<file path="src/rtl/rc4_pkg.sv">
// rtl/rc4_pkg.sv - shared types and helpers for the RC4 key-search control path
//
// Holds the key width, the S-memory grant encoding and the sequencer state
// encoding, plus small decode helpers used to derive the registered outputs
// from the next state.
package rc4_pkg;

  localparam int KEY_W = 24;

  // S-memory owner as seen by the top-level address/data/wren mux.
  typedef enum logic [1:0] {
    GNT_NONE = 2'd0,
    GNT_INIT = 2'd1,
    GNT_SHUF = 2'd2,
    GNT_DEC  = 2'd3
  } grant_t;

  typedef enum logic [3:0] {
    ST_IDLE        = 4'd0,
    ST_INIT_GO     = 4'd1,
    ST_INIT_WAIT   = 4'd2,
    ST_SHUF_GO     = 4'd3,
    ST_SHUF_WAIT   = 4'd4,
    ST_DEC_GO      = 4'd5,
    ST_DEC_WAIT    = 4'd6,
    ST_CHECK       = 4'd7,
    ST_NEXT_KEY    = 4'd8,
    ST_FOUND       = 4'd9,
    ST_EXHAUSTED   = 4'd10,
    ST_TIMEOUT_ERR = 4'd11
  } state_t;

  // Memory owner for a given state; each engine owns the memory for its
  // GO and WAIT states only.
  function automatic grant_t grant_for(input state_t s);
    case (s)
      ST_INIT_GO, ST_INIT_WAIT: grant_for = GNT_INIT;
      ST_SHUF_GO, ST_SHUF_WAIT: grant_for = GNT_SHUF;
      ST_DEC_GO,  ST_DEC_WAIT:  grant_for = GNT_DEC;
      default:                  grant_for = GNT_NONE;
    endcase
  endfunction

  // Idle and the three terminal states are the only non-busy states.
  function automatic logic is_busy(input state_t s);
    case (s)
      ST_IDLE, ST_FOUND, ST_EXHAUSTED, ST_TIMEOUT_ERR: is_busy = 1'b0;
      default:                                         is_busy = 1'b1;
    endcase
  endfunction

  function automatic logic is_go(input state_t s);
    case (s)
      ST_INIT_GO, ST_SHUF_GO, ST_DEC_GO: is_go = 1'b1;
      default:                           is_go = 1'b0;
    endcase
  endfunction

  function automatic logic is_wait(input state_t s);
    case (s)
      ST_INIT_WAIT, ST_SHUF_WAIT, ST_DEC_WAIT: is_wait = 1'b1;
      default:                                 is_wait = 1'b0;
    endcase
  endfunction

endpackage

</file>
<file path="src/rtl/wait_timer.sv">
// rtl/wait_timer.sv - clearable up-counter with terminal-count flag for the watchdog
//
// Ports:
//   clk      in   system clock
//   rst_n    in   asynchronous active-low reset
//   clr      in   synchronous clear; count is 0 in the cycle after clr
//   en       in   count enable (one increment per enabled cycle)
//   expired  out  high during the LIMIT-th consecutive enabled cycle after clr
module wait_timer #(
  parameter int LIMIT = 1023
) (
  input  logic clk,
  input  logic rst_n,
  input  logic clr,
  input  logic en,
  output logic expired
);

  localparam int CNT_W = (LIMIT > 1) ? $clog2(LIMIT) : 1;
  localparam logic [CNT_W-1:0] TERM = CNT_W'(LIMIT - 1);

  logic [CNT_W-1:0] count;

  // count reads 0 in the first enabled cycle, so the LIMIT-th enabled cycle
  // sees TERM; the owner leaves the waiting state on that same edge.
  assign expired = en && (count == TERM);

  always_ff @(posedge clk or negedge rst_n) begin
    if (!rst_n) begin
      count <= '0;
    end else if (clr) begin
      count <= '0;
    end else if (en && !expired) begin
      count <= count + CNT_W'(1);
    end
  end

endmodule

</file>
<file path="src/rtl/rc4_key_search_ctrl.sv">
// rtl/rc4_key_search_ctrl.sv - RC4 key-search sequencer and S-memory arbiter
//
// Runs init, shuffle and decrypt engines in order for each candidate key,
// grants the single-port S memory to one engine at a time, and either stops
// on a valid decrypt or steps to the next key.
//
// Ports:
//   clk, rst_n                         clock, asynchronous active-low reset
//   start                              level; (re)start search from KEY_START
//   abort                              level; return to idle, key retained
//   key[23:0]                          current candidate key
//   init_start/shuf_start/dec_start    single-cycle engine start pulses
//   init_done/shuf_done/dec_done       engine completion pulses
//   dec_valid                          decrypt verdict, sampled with dec_done
//   grant[1:0]                         S-memory owner (0 none,1 init,2 shuf,3 dec)
//   busy/found/exhausted/timeout_err   status flags
module rc4_key_search_ctrl
  import rc4_pkg::*;
#(
  parameter logic [KEY_W-1:0] KEY_START = 24'h000000,
  parameter logic [KEY_W-1:0] KEY_LAST  = 24'h3FFFFF,
  parameter logic [KEY_W-1:0] KEY_STEP  = 24'h000001,
  parameter int               TIMEOUT   = 1023
) (
  input  logic             clk,
  input  logic             rst_n,
  input  logic             start,
  input  logic             abort,
  output logic [KEY_W-1:0] key,
  output logic             init_start,
  output logic             shuf_start,
  output logic             dec_start,
  input  logic             init_done,
  input  logic             shuf_done,
  input  logic             dec_done,
  input  logic             dec_valid,
  output logic [1:0]       grant,
  output logic             busy,
  output logic             found,
  output logic             exhausted,
  output logic             timeout_err
);

  state_t           state_q;
  state_t           state_d;
  logic [KEY_W-1:0] key_d;
  logic             valid_q;
  logic             valid_d;
  grant_t           grant_q;
  logic             wd_clr;
  logic             wd_en;
  logic             wd_expired;
  logic             last_key;

  // Evaluated one bit wider so key + KEY_STEP cannot wrap; equivalent to
  // key > KEY_LAST - KEY_STEP without underflow when KEY_STEP > KEY_LAST.
  assign last_key = ({1'b0, key} + {1'b0, KEY_STEP}) > {1'b0, KEY_LAST};

  // Every WAIT state is entered from its GO state, so clearing during GO
  // restarts the watchdog on each WAIT entry.
  assign wd_clr = is_go(state_q);
  assign wd_en  = is_wait(state_q);

  wait_timer #(
    .LIMIT (TIMEOUT)
  ) u_wait_timer (
    .clk     (clk),
    .rst_n   (rst_n),
    .clr     (wd_clr),
    .en      (wd_en),
    .expired (wd_expired)
  );

  // Next-state logic. abort overrides everything; done pulses are only
  // honoured in the WAIT state of the engine that currently owns memory.
  always_comb begin
    state_d = state_q;
    key_d   = key;
    valid_d = valid_q;
    if (abort) begin
      state_d = ST_IDLE;
    end else begin
      case (state_q)
        ST_IDLE, ST_FOUND, ST_EXHAUSTED, ST_TIMEOUT_ERR: begin
          if (start) begin
            state_d = ST_INIT_GO;
            key_d   = KEY_START;
          end
        end
        ST_INIT_GO: state_d = ST_INIT_WAIT;
        ST_INIT_WAIT: begin
          if (init_done) begin
            state_d = ST_SHUF_GO;
          end else if (wd_expired) begin
            state_d = ST_TIMEOUT_ERR;
          end
        end
        ST_SHUF_GO: state_d = ST_SHUF_WAIT;
        ST_SHUF_WAIT: begin
          if (shuf_done) begin
            state_d = ST_DEC_GO;
          end else if (wd_expired) begin
            state_d = ST_TIMEOUT_ERR;
          end
        end
        ST_DEC_GO: state_d = ST_DEC_WAIT;
        ST_DEC_WAIT: begin
          if (dec_done) begin
            state_d = ST_CHECK;
            valid_d = dec_valid;
          end else if (wd_expired) begin
            state_d = ST_TIMEOUT_ERR;
          end
        end
        ST_CHECK: begin
          if (valid_q) begin
            state_d = ST_FOUND;
          end else if (last_key) begin
            state_d = ST_EXHAUSTED;
          end else begin
            state_d = ST_NEXT_KEY;
          end
        end
        ST_NEXT_KEY: begin
          key_d   = key + KEY_STEP;
          state_d = ST_INIT_GO;
        end
        default: state_d = ST_IDLE;
      endcase
    end
  end

  // State, key and every control output are registered; outputs are decoded
  // from the next state so they line up with the state they describe.
  always_ff @(posedge clk or negedge rst_n) begin
    if (!rst_n) begin
      state_q     <= ST_IDLE;
      key         <= KEY_START;
      valid_q     <= 1'b0;
      grant_q     <= GNT_NONE;
      init_start  <= 1'b0;
      shuf_start  <= 1'b0;
      dec_start   <= 1'b0;
      busy        <= 1'b0;
      found       <= 1'b0;
      exhausted   <= 1'b0;
      timeout_err <= 1'b0;
    end else begin
      state_q     <= state_d;
      key         <= key_d;
      valid_q     <= valid_d;
      grant_q     <= grant_for(state_d);
      init_start  <= (state_d == ST_INIT_GO);
      shuf_start  <= (state_d == ST_SHUF_GO);
      dec_start   <= (state_d == ST_DEC_GO);
      busy        <= is_busy(state_d);
      // Terminal states hold until start or abort, which makes these sticky.
      found       <= (state_d == ST_FOUND);
      exhausted   <= (state_d == ST_EXHAUSTED);
      timeout_err <= (state_d == ST_TIMEOUT_ERR);
    end
  end

  assign grant = grant_q;

endmodule

</file>
<file path="config.mk">
export PLATFORM = sky130hd
export DESIGN_NAME = rc4_key_search_ctrl
export DESIGN_NICKNAME = d
export VERILOG_FILES = /design/src/rtl/rc4_pkg.sv /design/src/rtl/wait_timer.sv /design/src/rtl/rc4_key_search_ctrl.sv
export SDC_FILE = /design/constraint.sdc
export NUM_CORES = 1
export LEC_CHECK = 0
export ABC_AREA = 0
export BUFFER_PORTS_ARGS = -buffer_cell sky130_fd_sc_hd__buf_2
export CAP_MARGIN = 20
export CORE_ASPECT_RATIO = 0.7
export CORE_UTILIZATION = 38
export CTS_BUF_LIST = sky130_fd_sc_hd__clkbuf_16
export DETAILED_ROUTE_END_ITERATION = 8
export GPL_TIMING_DRIVEN = 0
export SYNTH_ARGS = -nofsm -noshare
export SYNTH_HDL_FRONTEND = slang
export SYNTH_HIERARCHICAL = 1
export SYNTH_SLANG_ARGS = --single-unit
</file>
<file path="constraint.sdc">
create_clock -name clk -period 3.1 [get_ports clk]
set_clock_uncertainty 0.1 [all_clocks]
set_input_delay 0.62 -clock clk [delete_from_list [all_inputs] [get_ports clk]]
set_output_delay 0.62 -clock clk [all_outputs]
set_load 0.02 [all_outputs]
</file>
==> metrics.txt <==
run status finished, final reports clean; post-synthesis average cell area 8.62 um^2; routed wire length 9.01 mm; Setup crit start kind flip-flop; clock latency of the later-clocked register in the worst-skew pair 0.29 ns; class of the most critical hold timing path primary input to asynchronous set/reset pin; core region area 7940 um^2; hold buffers post-CTS 0; delay of the slowest critical-path stage 0.51 ns; post-layout power 1550 uW; Sinks on Clock Net 48; antenna violations before repair 0; clock tree from TritonCTS yes; cell type with the highest aggregate area in the netlist dfrtp_1; setup repair after global routing missed its margin yes; series of cell instances along the critical path buf_4 -> inv_1 -> ha_1 -> nand4b_1 -> a2111oi_4 -> o2111ai_1 -> or4_4 -> or4_4 -> nand3_2; GRT Util Overall 20.9%; Worst-path clk slew 0.06 ns; leading cell type in the layout, fill and taps excluded buf_2; final hold violation count 0; nets@finish 435; power density over the cells 394 nW/um^2; top library cells by usage in the layout, fill and taps aside buf_2 (44), dfrtp_1 (43), nor2_1 (35); vias in the first global route 2765; fraction of layout cells with a size suffix above 1 28.1%; dominant cell type by count on the critical path or4_4; final design instance area without fill 3930 um^2; number of instances in the synthesized netlist 364; layout filler cell count 751; share of Yosys cell area claimed by the top area cell type 38.3%; placed cell areas 3470 um^2; wire length of the first global-routing pass 14.5 mm; sequential area share after synthesis 38.3%; per-cell routed wire length 17.2 um; Critical Path AT 3.11 ns; Data required, critical path 3.22 ns; die height 78.0 um; post-synth design cell area 3140 um^2; number of enable-type register cells in the synthesized netlist 0; number of ports placed on the die boundary 41; number of detailed-route iterations in the first pass 5; critical path's slowest cell or4_4; fin. max-slew vios 0; Overflow after GRT 0; residual DRC count 0; Port Buffers 40; root cell of the clock tree clkbuf_16; Worst Max-Slew Pin Slew 1.05 ns; number of vias per cell 5.90; remaining antenna violation count after routing 0; final critical path time including I/O delays and setup 2.99 ns; count of yosys warnings during synthesis 6; Inserted Clock Buffers 5; count of non-filler cells in the finished layout 525; prevailing post-synth register cell dfrtp_1; largest net degree at the start of global routing 49; full die area 8630 um^2; area growth from synthesis to layout 25.2%; leakage 0.00171 uW; highest net fanout along the worst path 10; clock tree buffer depth 2; floorplan row count 27; Cell variety after synth 62; peak supply drop 0.200 mV; flop and latch count out of synthesis 48; initial core utilization 39.5%; top cells by area in the synthesized netlist dfrtp_1 (38%), o31ai_1 (6.2%), nor2_1 (4.4%); global placement routability congestion 0.894; htree depth 2; max-capacitance violation count 0; final hold slack 0.186 ns; net count after synthesis 376; worst setup path category flip-flop to flip-flop; Final Cycle Share 96.5%; normalized max-slew margin 29.6%; via count of the routed design 3098; final-report setup violation count 0; starting DRC count in detailed routing 210; async set-or-reset flop fraction in the synthesized netlist 100%; endpoint kind of the worst setup timing path flip-flop; Inserted Diodes 0; dpl hpwl 6.26 mm; # placed instances 505; highest clock frequency the design can meet 0.334 GHz; Die W 111 um
## cell usage after synthesis (3+ instances only)
master and number:
a2111oi_0 3, nand4b_1 5, clkbuf_1 19, buf_2 4, a21o_1 3, a31oi_1 9, o21ai_0 22, o31ai_1 26
dfrtp_1 48, or3_1 5, o2111ai_1 3, nor3b_1 3, xor2_1 3, xnor2_1 6, or4_1 4, inv_1 8
o41ai_1 4, ha_1 4, nor2_1 37, a21oi_1 18, nand2_1 29, nor3_1 7, nand3_1 12, nand4_1 12
o21a_1 3, a211oi_1 6, nor2b_1 4, and2_1 5, and3_1 7
## flip-flops by register name, indices dropped and copies added (netlist names), 2 cells and up
name	count
key	24
grant	2
state_q	4
u_wait_timer/count	10
## through the flow
stage / setup TNS (ns) / setup WS [ns] / utilization [%]
final: 0 / 0.109 / 49.5
after global routing: -0.0426 / -0.0390 / 49.5
after CTS: 0 / 0.00739 / 47.3
after detailed placement: -9.56 / -0.484 / 43.7
after global placement: -9.90 / -0.450 / 43.7
after floorplan: 0 / 0.0670 / -
## logic make-up after synthesis
logic type	share of synthesized area, %
AND/OR/NAND/NOR	27.2
AO/OA/AOI/OAI	24.4
flip-flops	38.3
buffers and inverters	4.98
XOR/XNOR	2.51
adder cells (fa/ha/maj)	1.59
multiplexers	0.996
## critical path: cells and delay by family, from the launching register on
kind,cells,cell delay (ns)
adders and majority gates,1,0.31
buffers and inverters,2,0.24
DFF,1,0.39
and+or+nand+nor,4,1.33
AOI/OAI and AO/OA,2,0.55
## timing repair
action | 4_1_cts | 5_1_grt
resized for setup | 25 | 37
endpoints found under the setup margin | 31 | 29
buffers inserted | 6 | 6
pin swaps | 3 | 6
## cell type report
class                   instances  area [um^2]  area share, %
flip-flops and latches         48         1210           30.7
clock inverters                 3         37.5          0.955
clock buffers                   5          125           3.18
repair buffers                 53          310           7.90
multi-input cells             281         1950           49.6
plain buffers                  26          144           3.66
inverters                       8         30.0          0.764
well taps                     101          126           3.22
## path summary, 6_finish.rpt
| check | start | end | slack [ns] | cells past startpoint |
|---|---|---|---|---|
| max in group asynchronous | rst_n | key[1] | 2.18 | 2 |
| setup reg to reg | key[0] | busy | 0.11 | 9 |
| setup / recovery | key[0] | busy | 0.11 | 9 |
| hold reg to reg | u_wait_timer/count[3] | u_wait_timer/count[3] | 0.43 | 1 |
| hold / removal | rst_n | key[14] | 0.19 | 1 |
| min in group clk | u_wait_timer/count[3] | u_wait_timer/count[3] | 0.43 | 1 |
## where the power goes
| part | total [uW] | switching [uW] | leakage [uW] | internal (uW) |
|---|---|---|---|---|
| sequential | 684 | 29.5 | 0.000656 | 654 |
| clock | 607 | 232 | 0.0000789 | 375 |
| combinational | 259 | 160 | 0.000979 | 98.4 |
## per-layer routing
metal	global-route usage, %	vias up	routed length (um)
li1	-	1487	-
met1	32.6	1495	4650
met2	29.9	105	3800
met3	3.17	11	456
met4	4.80	0	99
met5	0	-	0
Note: power is estimated with default switching activity, not from simulation.
